===== src/rtl/intr_controller_if.sv =====
// CPU-side handshake bundle of the interrupt controller: request/ack/return plus
// the one-hot vector select.
interface intr_controller_if #(
  parameter int N_INTR = 8
);
  logic              cpu_intr;
  logic [N_INTR-1:0] intr_selec;
  logic              intr_active;
  logic              cpu_ack;
  logic              reti;

  modport master (
    output cpu_ack,
    output reti,
    input  cpu_intr,
    input  intr_selec,
    input  intr_active
  );

  modport slave (
    input  cpu_ack,
    input  reti,
    output cpu_intr,
    output intr_selec,
    output intr_active
  );
endinterface


===== src/rtl/intr_controller.sv =====
// Eight-line edge-triggered interrupt controller with enable mask, fixed priority
// (bit 0 highest) and a REQ/SERVICE handshake. Optional macro INTR_SYNC_EN adds a
// two-flop synchronizer on every request line.
module intr_controller #(
  parameter int N_INTR = 8
) (
  input  logic              clk,
  input  logic              reset_n,
  input  logic [N_INTR-1:0] intr_req,
  input  logic              mask_we,
  input  logic [N_INTR-1:0] mask_in,
  intr_controller_if.slave  cpu,
  output logic [N_INTR-1:0] pending,
  output logic [N_INTR-1:0] mask
);

  typedef enum logic [1:0] {
    IDLE    = 2'd0,
    REQ     = 2'd1,
    SERVICE = 2'd2
  } state_t;

  localparam logic [N_INTR-1:0] ONE = N_INTR'(1);

  state_t            state_reg, state_next;
  logic [N_INTR-1:0] sel_reg, sel_next;
  logic [N_INTR-1:0] pending_reg, pending_next;
  logic [N_INTR-1:0] mask_reg;
  logic [N_INTR-1:0] req_q;
  logic [N_INTR-1:0] req_s;
  logic              cpu_intr_reg, active_reg;
  logic [N_INTR-1:0] edges, eligible, winner;

`ifdef INTR_SYNC_EN
  logic [N_INTR-1:0] sync1_reg, sync2_reg;

  genvar gi;
  generate
    for (gi = 0; gi < N_INTR; gi++) begin : g_sync
      always_ff @(posedge clk or negedge reset_n) begin
        if (!reset_n) begin
          sync1_reg[gi] <= 1'b0;
          sync2_reg[gi] <= 1'b0;
        end else begin
          sync1_reg[gi] <= intr_req[gi];
          sync2_reg[gi] <= sync1_reg[gi];
        end
      end
    end
  endgenerate

  assign req_s = sync2_reg;
`else
  assign req_s = intr_req;
`endif

  assign edges    = req_s & ~req_q;
  assign eligible = pending_reg & mask_reg;
  // Isolate the lowest set bit: highest priority is bit 0.
  assign winner   = eligible & (~eligible + ONE);

  always_comb begin
    state_next   = state_reg;
    sel_next     = sel_reg;
    pending_next = pending_reg | edges;
    case (state_reg)
      IDLE: begin
        if (|eligible) begin
          sel_next   = winner;
          state_next = REQ;
        end
      end
      REQ: begin
        if (cpu.cpu_ack) begin
          // A fresh edge on the winner's own line survives the clear.
          pending_next = (pending_reg & ~sel_reg) | edges;
          state_next   = SERVICE;
        end
      end
      SERVICE: begin
        if (cpu.reti) begin
          sel_next   = '0;
          state_next = IDLE;
        end
      end
      default: begin
        sel_next   = '0;
        state_next = IDLE;
      end
    endcase
  end

  always_ff @(posedge clk or negedge reset_n) begin
    if (!reset_n) begin
      state_reg    <= IDLE;
      sel_reg      <= '0;
      pending_reg  <= '0;
      mask_reg     <= '0;
      req_q        <= '0;
      cpu_intr_reg <= 1'b0;
      active_reg   <= 1'b0;
    end else begin
      state_reg    <= state_next;
      sel_reg      <= sel_next;
      pending_reg  <= pending_next;
      req_q        <= req_s;
      cpu_intr_reg <= (state_next == REQ);
      active_reg   <= (state_next == SERVICE);
      if (mask_we) begin
        mask_reg <= mask_in;
      end
    end
  end

  assign cpu.cpu_intr    = cpu_intr_reg;
  assign cpu.intr_active = active_reg;
  assign cpu.intr_selec  = sel_reg;
  assign pending         = pending_reg;
  assign mask            = mask_reg;

endmodule

===== src/flat_wrapper.sv =====
// flat-port wrapper written by rule: the top's interface ports become plain ports
module intr_controller_flat 
#(
  parameter int N_INTR = 8
)
  (clk, reset_n, intr_req, mask_we, mask_in, pending, mask, cpu_cpu_ack, cpu_reti, cpu_cpu_intr, cpu_intr_selec, cpu_intr_active);
  intr_controller_if #(.N_INTR(N_INTR)) cpu_i ();
  input  logic clk;
  input  logic reset_n;
  input  logic [N_INTR-1:0] intr_req;
  input  logic mask_we;
  input  logic [N_INTR-1:0] mask_in;
  output logic [N_INTR-1:0] pending;
  output logic [N_INTR-1:0] mask;
  input wire logic [$bits(cpu_i.cpu_ack)-1:0] cpu_cpu_ack;
  input wire logic [$bits(cpu_i.reti)-1:0] cpu_reti;
  output wire logic [$bits(cpu_i.cpu_intr)-1:0] cpu_cpu_intr;
  output wire logic [$bits(cpu_i.intr_selec)-1:0] cpu_intr_selec;
  output wire logic [$bits(cpu_i.intr_active)-1:0] cpu_intr_active;
  assign cpu_i.cpu_ack = cpu_cpu_ack;
  assign cpu_i.reti = cpu_reti;
  assign cpu_cpu_intr = cpu_i.cpu_intr;
  assign cpu_intr_selec = cpu_i.intr_selec;
  assign cpu_intr_active = cpu_i.intr_active;
  intr_controller #(.N_INTR(N_INTR)) u_core (.clk(clk), .reset_n(reset_n), .intr_req(intr_req), .mask_we(mask_we), .mask_in(mask_in), .cpu(cpu_i), .pending(pending), .mask(mask));
endmodule

===== config.mk =====
export PLATFORM = sky130hd
export DESIGN_NAME = intr_controller_flat
export DESIGN_NICKNAME = d
export VERILOG_FILES = /design/src/rtl/intr_controller_if.sv /design/src/rtl/intr_controller.sv /design/src/flat_wrapper.sv
export SDC_FILE = /design/constraint.sdc
export NUM_CORES = 1
export LEC_CHECK = 0
export ABC_AREA = 1
export BUFFER_PORTS_ARGS = -buffer_cell sky130_fd_sc_hd__buf_2
export CAP_MARGIN = 20
export CORE_MARGIN = 3
export CORE_UTILIZATION = 40
export CTS_BUF_LIST = sky130_fd_sc_hd__clkbuf_8
export DETAILED_ROUTE_END_ITERATION = 8
export GPL_TIMING_DRIVEN = 0
export PLACE_DENSITY = 0.68
export SKIP_LAST_GASP = 1
export SLEW_MARGIN = 5
export SYNTH_ARGS = -nofsm -noshare
export SYNTH_HDL_FRONTEND = slang
export SYNTH_SLANG_ARGS = --single-unit

===== constraint.sdc =====
create_clock -name clk -period 1.1 [get_ports clk]
set_clock_uncertainty 0.1 [all_clocks]
set_input_delay 0.055 -clock clk [delete_from_list [all_inputs] [get_ports clk]]
set_output_delay 0.055 -clock clk [all_outputs]
set_load 0.02 [all_outputs]

==> impl_metrics.env, run 1 <==
export IMPL_drv_cap=0
export IMPL_postRouteAntennaNets=0
export IMPL_clk_latency_ps=280
export IMPL_place_ws_ps=-266
export IMPL_antenna_cells=0
export IMPL_drv_slew=0
export IMPL_drtIter0Drc=91
export IMPL_tightest_slew_ps=786
export IMPL_grt_pass1_wl_mm=6.14
export IMPL_die_x_um=65.7
export IMPL_worstHoldPathType="in -> async"
export IMPL_gp_congestion=0.752
export IMPL_antenna_found_initial=0
export IMPL_dieArea_um2=4320
export IMPL_tns_ps=-2020
export IMPL_layout_commonest_cell="buf_2"
export IMPL_cp_max_fo=5
export IMPL_cts_tree="done"
export IMPL_status="finished with violations"
export IMPL_cts_buffer_depth=2
export IMPL_synth_area_um2=1430
export IMPL_finalCriticalPeriod_ps=1250
export IMPL_worstPathArrival_ps=1310
export IMPL_h_tree_depth=2
export IMPL_root_buffer="clkbuf_8"
export IMPL_grt_ovfl_total=0
export IMPL_fin_crit_sh_pct=113
export IMPL_cp_start_kind="register"
export IMPL_nFillCells=255
export IMPL_vias=1317
export IMPL_drt_total_wl_mm=3.74
export IMPL_fmax_mhz=801
export IMPL_synth_nets=159
export IMPL_critPathRequiredTime_ps=1160
export IMPL_layout_common_cells="buf_2, dfrtp_1, nand2_1, dlygate4sd3_1, buf_6"
export IMPL_hpwl_mm=2.33
export IMPL_pin_count=47
export IMPL_cts_made_buffers=5
export IMPL_core_area_um2=3390
export IMPL_hold_viol=36
export IMPL_drc=0
export IMPL_yosys_cell_types_count=18
export IMPL_crit_type="reg -> reg"
export IMPL_cts_hold_buf=18
export IMPL_vdd_ir_drop_max_mv=1.07
export IMPL_grt_pass1_vias=1333
export IMPL_die_h_um=65.7
export IMPL_area_growth_pct=63.9
export IMPL_synth_warnings=0
export IMPL_cts_sinks=36
export IMPL_setup_ws_ps=-148
export IMPL_final_core_util_pct=69.0
export IMPL_initial_core_util_pct=42.1
export IMPL_drive_above_1_share_pct=50.7
export IMPL_setup_viol=23
export IMPL_critPathCaptureType="register"
export IMPL_fp_row_count=21
export IMPL_violations="negative hold slack, negative setup slack"
export IMPL_nets=247
export IMPL_cts_clk_slew_worst_paths_ps=70
export IMPL_viasPerCell=4.82
export IMPL_grtUsageTotal_pct=19.1
export IMPL_wl_per_cell_um=13.7
export IMPL_final_area_um2=2340
export IMPL_postPlaceCellArea_um2=1730
export IMPL_avgSynthCellArea_um2=10.3
export IMPL_netlist_instances=138
export IMPL_port_buffers=45
export IMPL_slew_headroom_pct=47.6
export IMPL_p_leak_nw=1.19
export IMPL_ys_ff_latch=36
export IMPL_yosysSeqAreaShare_pct=63.1
export IMPL_grt_max_degree=37
export IMPL_firstDrtPassIters=4
export IMPL_hold_ws_ps=-247
export IMPL_powerDensity_nw_per_um2=2020
export IMPL_rsz0062_at_grt="yes"
-- worst max-delay path: stages (launching register included) --
cell and delay [ps]:
dfrtp_2 440, buf_12 140, nor2_4 190, nand3_1 90
nand2_1 80, o21ai_0 80
-- Yosys cell counts --
| cell type | n | area (µm²) |
|---|---|---|
| buf_2 | 1 | 5.00 |
| clkbuf_1 | 1 | 3.75 |
| dfrtp_1 | 36 | 901 |
| inv_1 | 14 | 52.6 |
| inv_2 | 2 | 7.51 |
| mux2_2 | 8 | 90.1 |
| nand2_1 | 30 | 113 |
| nand2_2 | 3 | 18.8 |
| nand2_4 | 1 | 11.3 |
| nand3_1 | 21 | 105 |
| nand4_1 | 1 | 6.26 |
| nor2_1 | 3 | 11.3 |
| nor2_2 | 2 | 12.5 |
| nor3_1 | 1 | 5.00 |
| nor3_2 | 1 | 10.0 |
| o21ai_0 | 5 | 25.0 |
| o21ai_1 | 4 | 20.0 |
| o31ai_1 | 4 | 30.0 |
-- power breakdown --
group / switching, mW / leakage [nW] / internal [mW] / total, mW
clock: 0.453 / 0.0510 / 0.499 / 0.953
combinational: 1.15 / 0.734 / 0.816 / 1.96
sequential: 0.220 / 0.409 / 1.59 / 1.81
-- logic make-up after synthesis --
group | Yosys count | share of synthesized area [%]
and+or+nand+nor | 63 | 20.5
DFF | 36 | 63.1
buffers and inverters | 18 | 4.82
AOI/OAI and AO/OA | 13 | 5.26
muxes | 8 | 6.31
-- cell type report --
type	instances	area (µm²)	area share (%)
multi-input cells	86	578	24.7
plain buffers	2	8.76	0.374
repair buffers	79	624	26.7
flip-flops and latches	36	913	39.0
inverters	16	65.1	2.78
clock buffers	6	82.6	3.53
well taps	46	57.6	2.46
clock inverters	2	10.0	0.428
-- final timing paths --
check	startpoint	to	slack, ps	depth (start not counted)
max in group asynchronous	reset_n	u_core.mask[3]	590	1
min in group clk	cpu_reti	u_core.cpu.intr_selec[1]	90	4
worst max register to register	u_core.state_reg[1]	u_core.pending[4]	-150	5
worst min register to register	u_core.req_q[1]	u_core.pending[1]	300	1
worst min-delay path	reset_n	u_core.cpu.cpu_intr	-250	1
worst max-delay path	u_core.state_reg[1]	u_core.pending[4]	-150	5
-- through the flow --
stage / power (mW) / hold slack, ps / cells
2_1_floorplan: 2.60 / -341 / 138
3_3_place_gp: 3.01 / 64.7 / 229
3_5_place_dp: 3.07 / 77.7 / 229
4_1_cts: 4.52 / -226 / 271
5_1_grt: 5.04 / -186 / 273
6_report: 4.72 / -247 / 273
-- what timing repair did --
| item | CTS | global route |
|---|---|---|
| gates cloned | 2 | 0 |
| resized for setup | 17 | 40 |
| pin swaps | 11 | 9 |
| endpoints found under the hold margin | 62 | 36 |
| endpoints found under the setup margin | 20 | 29 |
| buffers inserted | 14 | 4 |
-- routing by layer --
metal  vias up  wire length [µm]  global-route usage, %
li1        636                 -                      -
met1       640              1550                   23.4
met2        37              1910                   31.9
met3         4               227                   6.15
met4         0                48                   5.44
met5         -                 0                      0
Note: power is estimated with default switching activity, not from simulation.
==> inputs of run 2 (changes only) <==
--- a/config.mk
+++ b/config.mk
@@ -13,9 +13,10 @@
 export CTS_BUF_LIST = sky130_fd_sc_hd__clkbuf_8
 export DETAILED_ROUTE_END_ITERATION = 8
 export GPL_TIMING_DRIVEN = 0
-export PLACE_DENSITY = 0.68
+export PLACE_DENSITY = 0.66
 export SKIP_LAST_GASP = 1
 export SLEW_MARGIN = 5
 export SYNTH_ARGS = -nofsm -noshare
 export SYNTH_HDL_FRONTEND = slang
 export SYNTH_SLANG_ARGS = --single-unit
+export TNS_END_PERCENT = 10
==> constraint.sdc (replaced) <==
create_clock -name clk -period 1.6 [get_ports clk]
set_clock_uncertainty 0.1 [all_clocks]
set_input_delay 0.08 -clock clk [delete_from_list [all_inputs] [get_ports clk]]
set_output_delay 0.08 -clock clk [all_outputs]
set_load 0.02 [all_outputs]
==> impl_metrics.env, run 2 (synthesized netlist as in run 1, its figures left out) <==
export IMPL_status="complete, no violations"
export IMPL_root_buffer="clkbuf_8"
export IMPL_rsz0062_at_grt="no"
export IMPL_nets=230
export IMPL_layout_common_cells="buf_2, dfrtp_1, nand2_1, nand3_1, dlygate4sd3_1"
export IMPL_layout_commonest_cell="buf_2"
export IMPL_drc=0
export IMPL_die_h_um=65.7
export IMPL_worstHoldPathType="in -> reg"
export IMPL_cp_max_fo=8
export IMPL_powerDensity_nw_per_um2=1360
export IMPL_cts_tree="done"
export IMPL_crit_type="in -> reg"
export IMPL_r2r_cells=3
export IMPL_wl_per_cell_um=12.3
export IMPL_viasPerCell=4.70
export IMPL_drt_total_wl_mm=3.13
export IMPL_vdd_ir_drop_max_mv=0.664
export IMPL_grt_pass1_vias=1263
export IMPL_vias=1198
export IMPL_worstPathArrival_ps=1480
export IMPL_hold_end="u_core.mask[7]"
export IMPL_critPathRequiredTime_ps=1720
export IMPL_cts_made_buffers=5
export IMPL_die_x_um=65.7
export IMPL_setup_viol=0
export IMPL_r2r_start="u_core.state_reg[0]"
export IMPL_grt_ovfl_total=0
export IMPL_pin_count=47
export IMPL_core_area_um2=3390
export IMPL_gp_congestion=0.693
export IMPL_initial_core_util_pct=42.1
export IMPL_dieArea_um2=4320
export IMPL_drv_slew=0
export IMPL_final_core_util_pct=58.4
export IMPL_worstHoldStart="mask_we"
export IMPL_finalCriticalPeriod_ps=1360
export IMPL_rr_endpoint="u_core.cpu.intr_selec[4]"
export IMPL_slew_headroom_pct=48.2
export IMPL_hold_ws_ps=126
export IMPL_final_area_um2=1980
export IMPL_use_met1_pct=20.8
export IMPL_totalPowerFinal_mw=2.68
export IMPL_grt_max_degree=37
export IMPL_setup_ws_ps=241
export IMPL_grt_busiest_layer="met2"
export IMPL_p_leak_nw=1.04
export IMPL_stdcell_count=255
export IMPL_drive_above_1_share_pct=33.0
export IMPL_grt_pass1_wl_mm=5.35
export IMPL_nFillCells=286
export IMPL_postPlaceCellArea_um2=1710
export IMPL_antenna_found_initial=0
export IMPL_rrSetupSlack_ps=260
export IMPL_met3_usage_pct=3.42
export IMPL_drtIter0Drc=43
export IMPL_postRouteAntennaNets=0
export IMPL_drv_cap=0
export IMPL_antenna_cells=0
export IMPL_dpl_cell_count=229
export IMPL_critPathCaptureType="register"
export IMPL_tightest_slew_ps=776
export IMPL_cts_sinks=36
export IMPL_post_cts_buffers=0
export IMPL_grtUsageTotal_pct=16.4
export IMPL_cts_buffer_depth=2
export IMPL_cp_start_kind="input port"
export IMPL_clk_latency_ps=290
export IMPL_place_ws_ps=282
export IMPL_tns_ps=0
export IMPL_holdPathStages=2
export IMPL_hpwl_mm=2.20
export IMPL_hold_viol=0
export IMPL_h_tree_depth=2
export IMPL_area_growth_pct=38.6
export IMPL_cts_resized=0
export IMPL_cts_clk_slew_worst_paths_ps=70
export IMPL_grtUsageMet2_pct=26.7
export IMPL_fin_crit_sh_pct=85.0
export IMPL_firstDrtPassIters=4
export IMPL_port_buffers=45
export IMPL_fp_row_count=21
export IMPL_fmax_mhz=736
## run 2: cell count changes in the layout (fill, tap and decap cells not counted), moves of 5 or more
cell / change
buf_2: +9
buf_4: -7
buf_6: -17
dfrtp_1: +10
dfrtp_2: -10
nand2_1: +8
nand2_4: -5
nand3_1: +6
nand3_2: -6
## run 2: timing repair
item                       4_1_cts  5_1_grt
setup endpoints to repair        0        0
hold buffers                    19        0
hold endpoints to repair        62        0
## run 2: how the worst max path moves through the flow
| stage | startpoint | endpoint |
|---|---|---|
| 2_1_floorplan | u_core.pending[0] | u_core.cpu.cpu_intr |
| 3_3_place_gp | u_core.state_reg[0] | u_core.pending[6] |
| 3_5_place_dp | u_core.state_reg[0] | u_core.cpu.intr_selec[2] |
| 4_1_cts | cpu_reti | u_core.cpu.intr_selec[4] |
| 5_1_grt | u_core.state_reg[0] | u_core.pending[2] |
| 6_report | cpu_reti | u_core.cpu.intr_selec[4] |
## run 2: cell type report
cell class / instances / area (µm²) / share of cell area (%)
Sequential cell: 36 / 901 / 45.5
Tap cell: 46 / 57.6 / 2.91
Clock inverter: 2 / 8.76 / 0.443
Timing Repair Buffer: 64 / 415 / 21.0
Multi-Input combinational cell: 84 / 458 / 23.1
Buffer: 2 / 8.76 / 0.443
Inverter: 16 / 60.1 / 3.04
Clock buffer: 5 / 68.8 / 3.48
## run 2: report_power, final
part / switching [mW] / internal [mW] / leakage (nW)
Combinational: 0.589 / 0.298 / 0.578
Clock: 0.296 / 0.289 / 0.0452
Sequential: 0.130 / 1.08 / 0.417
Total: 1.02 / 1.67 / 1.04
## run 2: metal layers
layer,vias up,wire (µm)
li1,591,-
met1,564,1420
met2,34,1450
met3,9,186
met4,0,61
met5,-,0
## run 2: critical path: stages
cell and delay, ps:
dlygate4sd3_1 530, buf_2 140, o21ai_1 500, nand3_1 140
nand2_1 90
==> inputs of run 3 (changes only) <==
==> constraint.sdc (replaced) <==
create_clock -name clk -period 1.35 [get_ports clk]
set_clock_uncertainty 0.1 [all_clocks]
set_input_delay 0.0675 -clock clk [delete_from_list [all_inputs] [get_ports clk]]
set_output_delay 0.0675 -clock clk [all_outputs]
set_load 0.02 [all_outputs]
==> impl_metrics.env, run 3 (synthesized netlist as in run 1, its figures left out) <==
export IMPL_pin_count=47
export IMPL_crit_type="in -> reg"
export IMPL_critPathCaptureType="register"
export IMPL_antenna_cells=0
export IMPL_swShare_pct=38.1
export IMPL_viasPerCell=4.71
export IMPL_grt_max_degree=37
export IMPL_h_tree_depth=2
export IMPL_clk_latency_ps=290
export IMPL_fin_crit_sh_pct=100
export IMPL_firstDrtPassIters=4
export IMPL_critPathRequiredTime_ps=1470
export IMPL_hpwl_mm=2.20
export IMPL_core_area_um2=3390
export IMPL_cts_sinks=36
export IMPL_grtUsageTotal_pct=16.4
export IMPL_path_cells="dlygate4sd3_1 -> buf_2 -> o21ai_1 -> nand3_1 -> nand2_1"
export IMPL_wl_per_cell_um=12.4
export IMPL_seq_power_share_pct=44.9
export IMPL_worstPathArrival_ps=1470
export IMPL_area_growth_pct=39.0
export IMPL_tightest_slew_ps=777
export IMPL_cp_start_kind="input port"
export IMPL_critPathMaxStageDelay_ps=530
export IMPL_p_int_mw=1.98
export IMPL_vias=1200
export IMPL_slew_headroom_pct=48.2
export IMPL_gp_congestion=0.693
export IMPL_drive_above_1_share_pct=33.5
export IMPL_fmax_mhz=741
export IMPL_port_buffers=45
export IMPL_clkPwrFrac_pct=21.7
export IMPL_cp_max_fo=8
export IMPL_cp_startpoint="cpu_reti"
export IMPL_violations="negative setup slack"
export IMPL_powerDensity_nw_per_um2=1610
export IMPL_drc=0
export IMPL_status="finished with violations"
export IMPL_postRouteAntennaNets=0
export IMPL_r2r_start="u_core.state_reg[0]"
export IMPL_worstHoldStart="mask_we"
export IMPL_layout_commonest_cell="buf_2"
export IMPL_nets=230
export IMPL_finalCriticalPeriod_ps=1350
export IMPL_rsz0062_at_grt="yes"
export IMPL_fp_row_count=21
export IMPL_worst_path_max_delay_cell="dlygate4sd3_1"
export IMPL_drv_slew=0
export IMPL_drt_total_wl_mm=3.16
export IMPL_drv_cap=0
export IMPL_grt_ovfl_total=0
export IMPL_initial_core_util_pct=42.1
export IMPL_dieArea_um2=4320
export IMPL_grt_pass1_wl_mm=5.35
export IMPL_switching_power_mw=1.22
export IMPL_combPwrFrac_pct=33.3
export IMPL_setup_viol=1
export IMPL_setup_ws_ps=-0.374
export IMPL_antenna_found_initial=0
export IMPL_cts_buffer_depth=2
export IMPL_worstHoldPathType="in -> reg"
export IMPL_root_buffer="clkbuf_8"
export IMPL_nFillCells=285
export IMPL_p_leak_nw=1.05
export IMPL_layout_common_cells="buf_2, dfrtp_1, nand2_1, nand3_1, dlygate4sd3_1"
export IMPL_die_x_um=65.7
export IMPL_cts_tree="done"
export IMPL_cts_made_buffers=5
export IMPL_die_h_um=65.7
export IMPL_grt_pass1_vias=1263
export IMPL_cts_clk_slew_worst_paths_ps=70
export IMPL_hold_ws_ps=113
export IMPL_vdd_ir_drop_max_mv=0.791
export IMPL_drtIter0Drc=43
export IMPL_place_ws_ps=32.2
export IMPL_hold_viol=0
[run 3: metrics by stage]
stage	instance area, µm²	utilization [%]	power [mW]	TNS (ps)	std cells
after global routing	1980	58.5	3.42	-503	255
after global placement	1710	50.5	2.43	0	229
final	1980	58.5	3.20	-0.374	255
after floorplan	1430	-	2.10	0	138
after CTS	1980	58.4	3.21	0	255
after detailed placement	1710	50.5	2.47	0	229
[run 3: cell type report]
type                            instances  area [µm²]  area share (%)
Timing Repair Buffer                   64         415            20.9
Clock buffer                            5        68.8            3.47
Sequential cell                        36         901            45.4
Multi-Input combinational cell         84         463            23.3
Clock inverter                          2        8.76           0.441
Inverter                               16        60.1            3.03
Buffer                                  2        10.0           0.504
Tap cell                               46        57.6            2.90
[run 3: worst max-delay path: cells and delay by family]
kind / cells / cell delay [ps]
buf+inv: 2 / 670
simple gates: 2 / 230
compound gates: 1 / 500
[run 3: path summary, 6_finish.rpt]
path	end	slack, ps	depth (start not counted)
worst min register to register	u_core.pending[6]	300	1
min in group asynchronous	u_core.pending[7]	290	2
max in group asynchronous	u_core.cpu.intr_selec[4]	360	2
worst max-delay path	u_core.cpu.intr_selec[4]	-0.4	5
worst min-delay path	u_core.mask[7]	110	2
worst max register to register	u_core.cpu.intr_selec[4]	-0.4	3
[run 3: layer usage]
layer / GRT usage [%] / wire (µm) / share of wire, % / vias to the layer above
met5: 0 / 0 / 0 / -
met4: 7.77 / 61 / 1.9 / 0
met3: 3.42 / 186 / 5.9 / 9
met2: 26.7 / 1490 / 47 / 34
met1: 20.8 / 1420 / 45 / 564
li1: - / - / - / 593
[run 3: repair_timing]
item	CTS	global route
hold endpoints to repair	62	0
hold buffers	19	0
setup endpoints to repair	0	16
setup buffers	0	0
gates resized for setup	0	3
[run 3: power groups by stage]
| stage | registers (mW) | logic (mW) | clock network [mW] |
|---|---|---|---|
| 5_1_grt | 1.47 | 1.19 | 0.763 |
| 4_1_cts | 1.43 | 1.06 | 0.711 |
| 3_5_place_dp | 1.45 | 1.02 | 0 |
| 3_3_place_gp | 1.44 | 0.991 | 0 |
| 2_1_floorplan | 1.63 | 0.475 | 0 |
| 6_report | 1.44 | 1.07 | 0.696 |
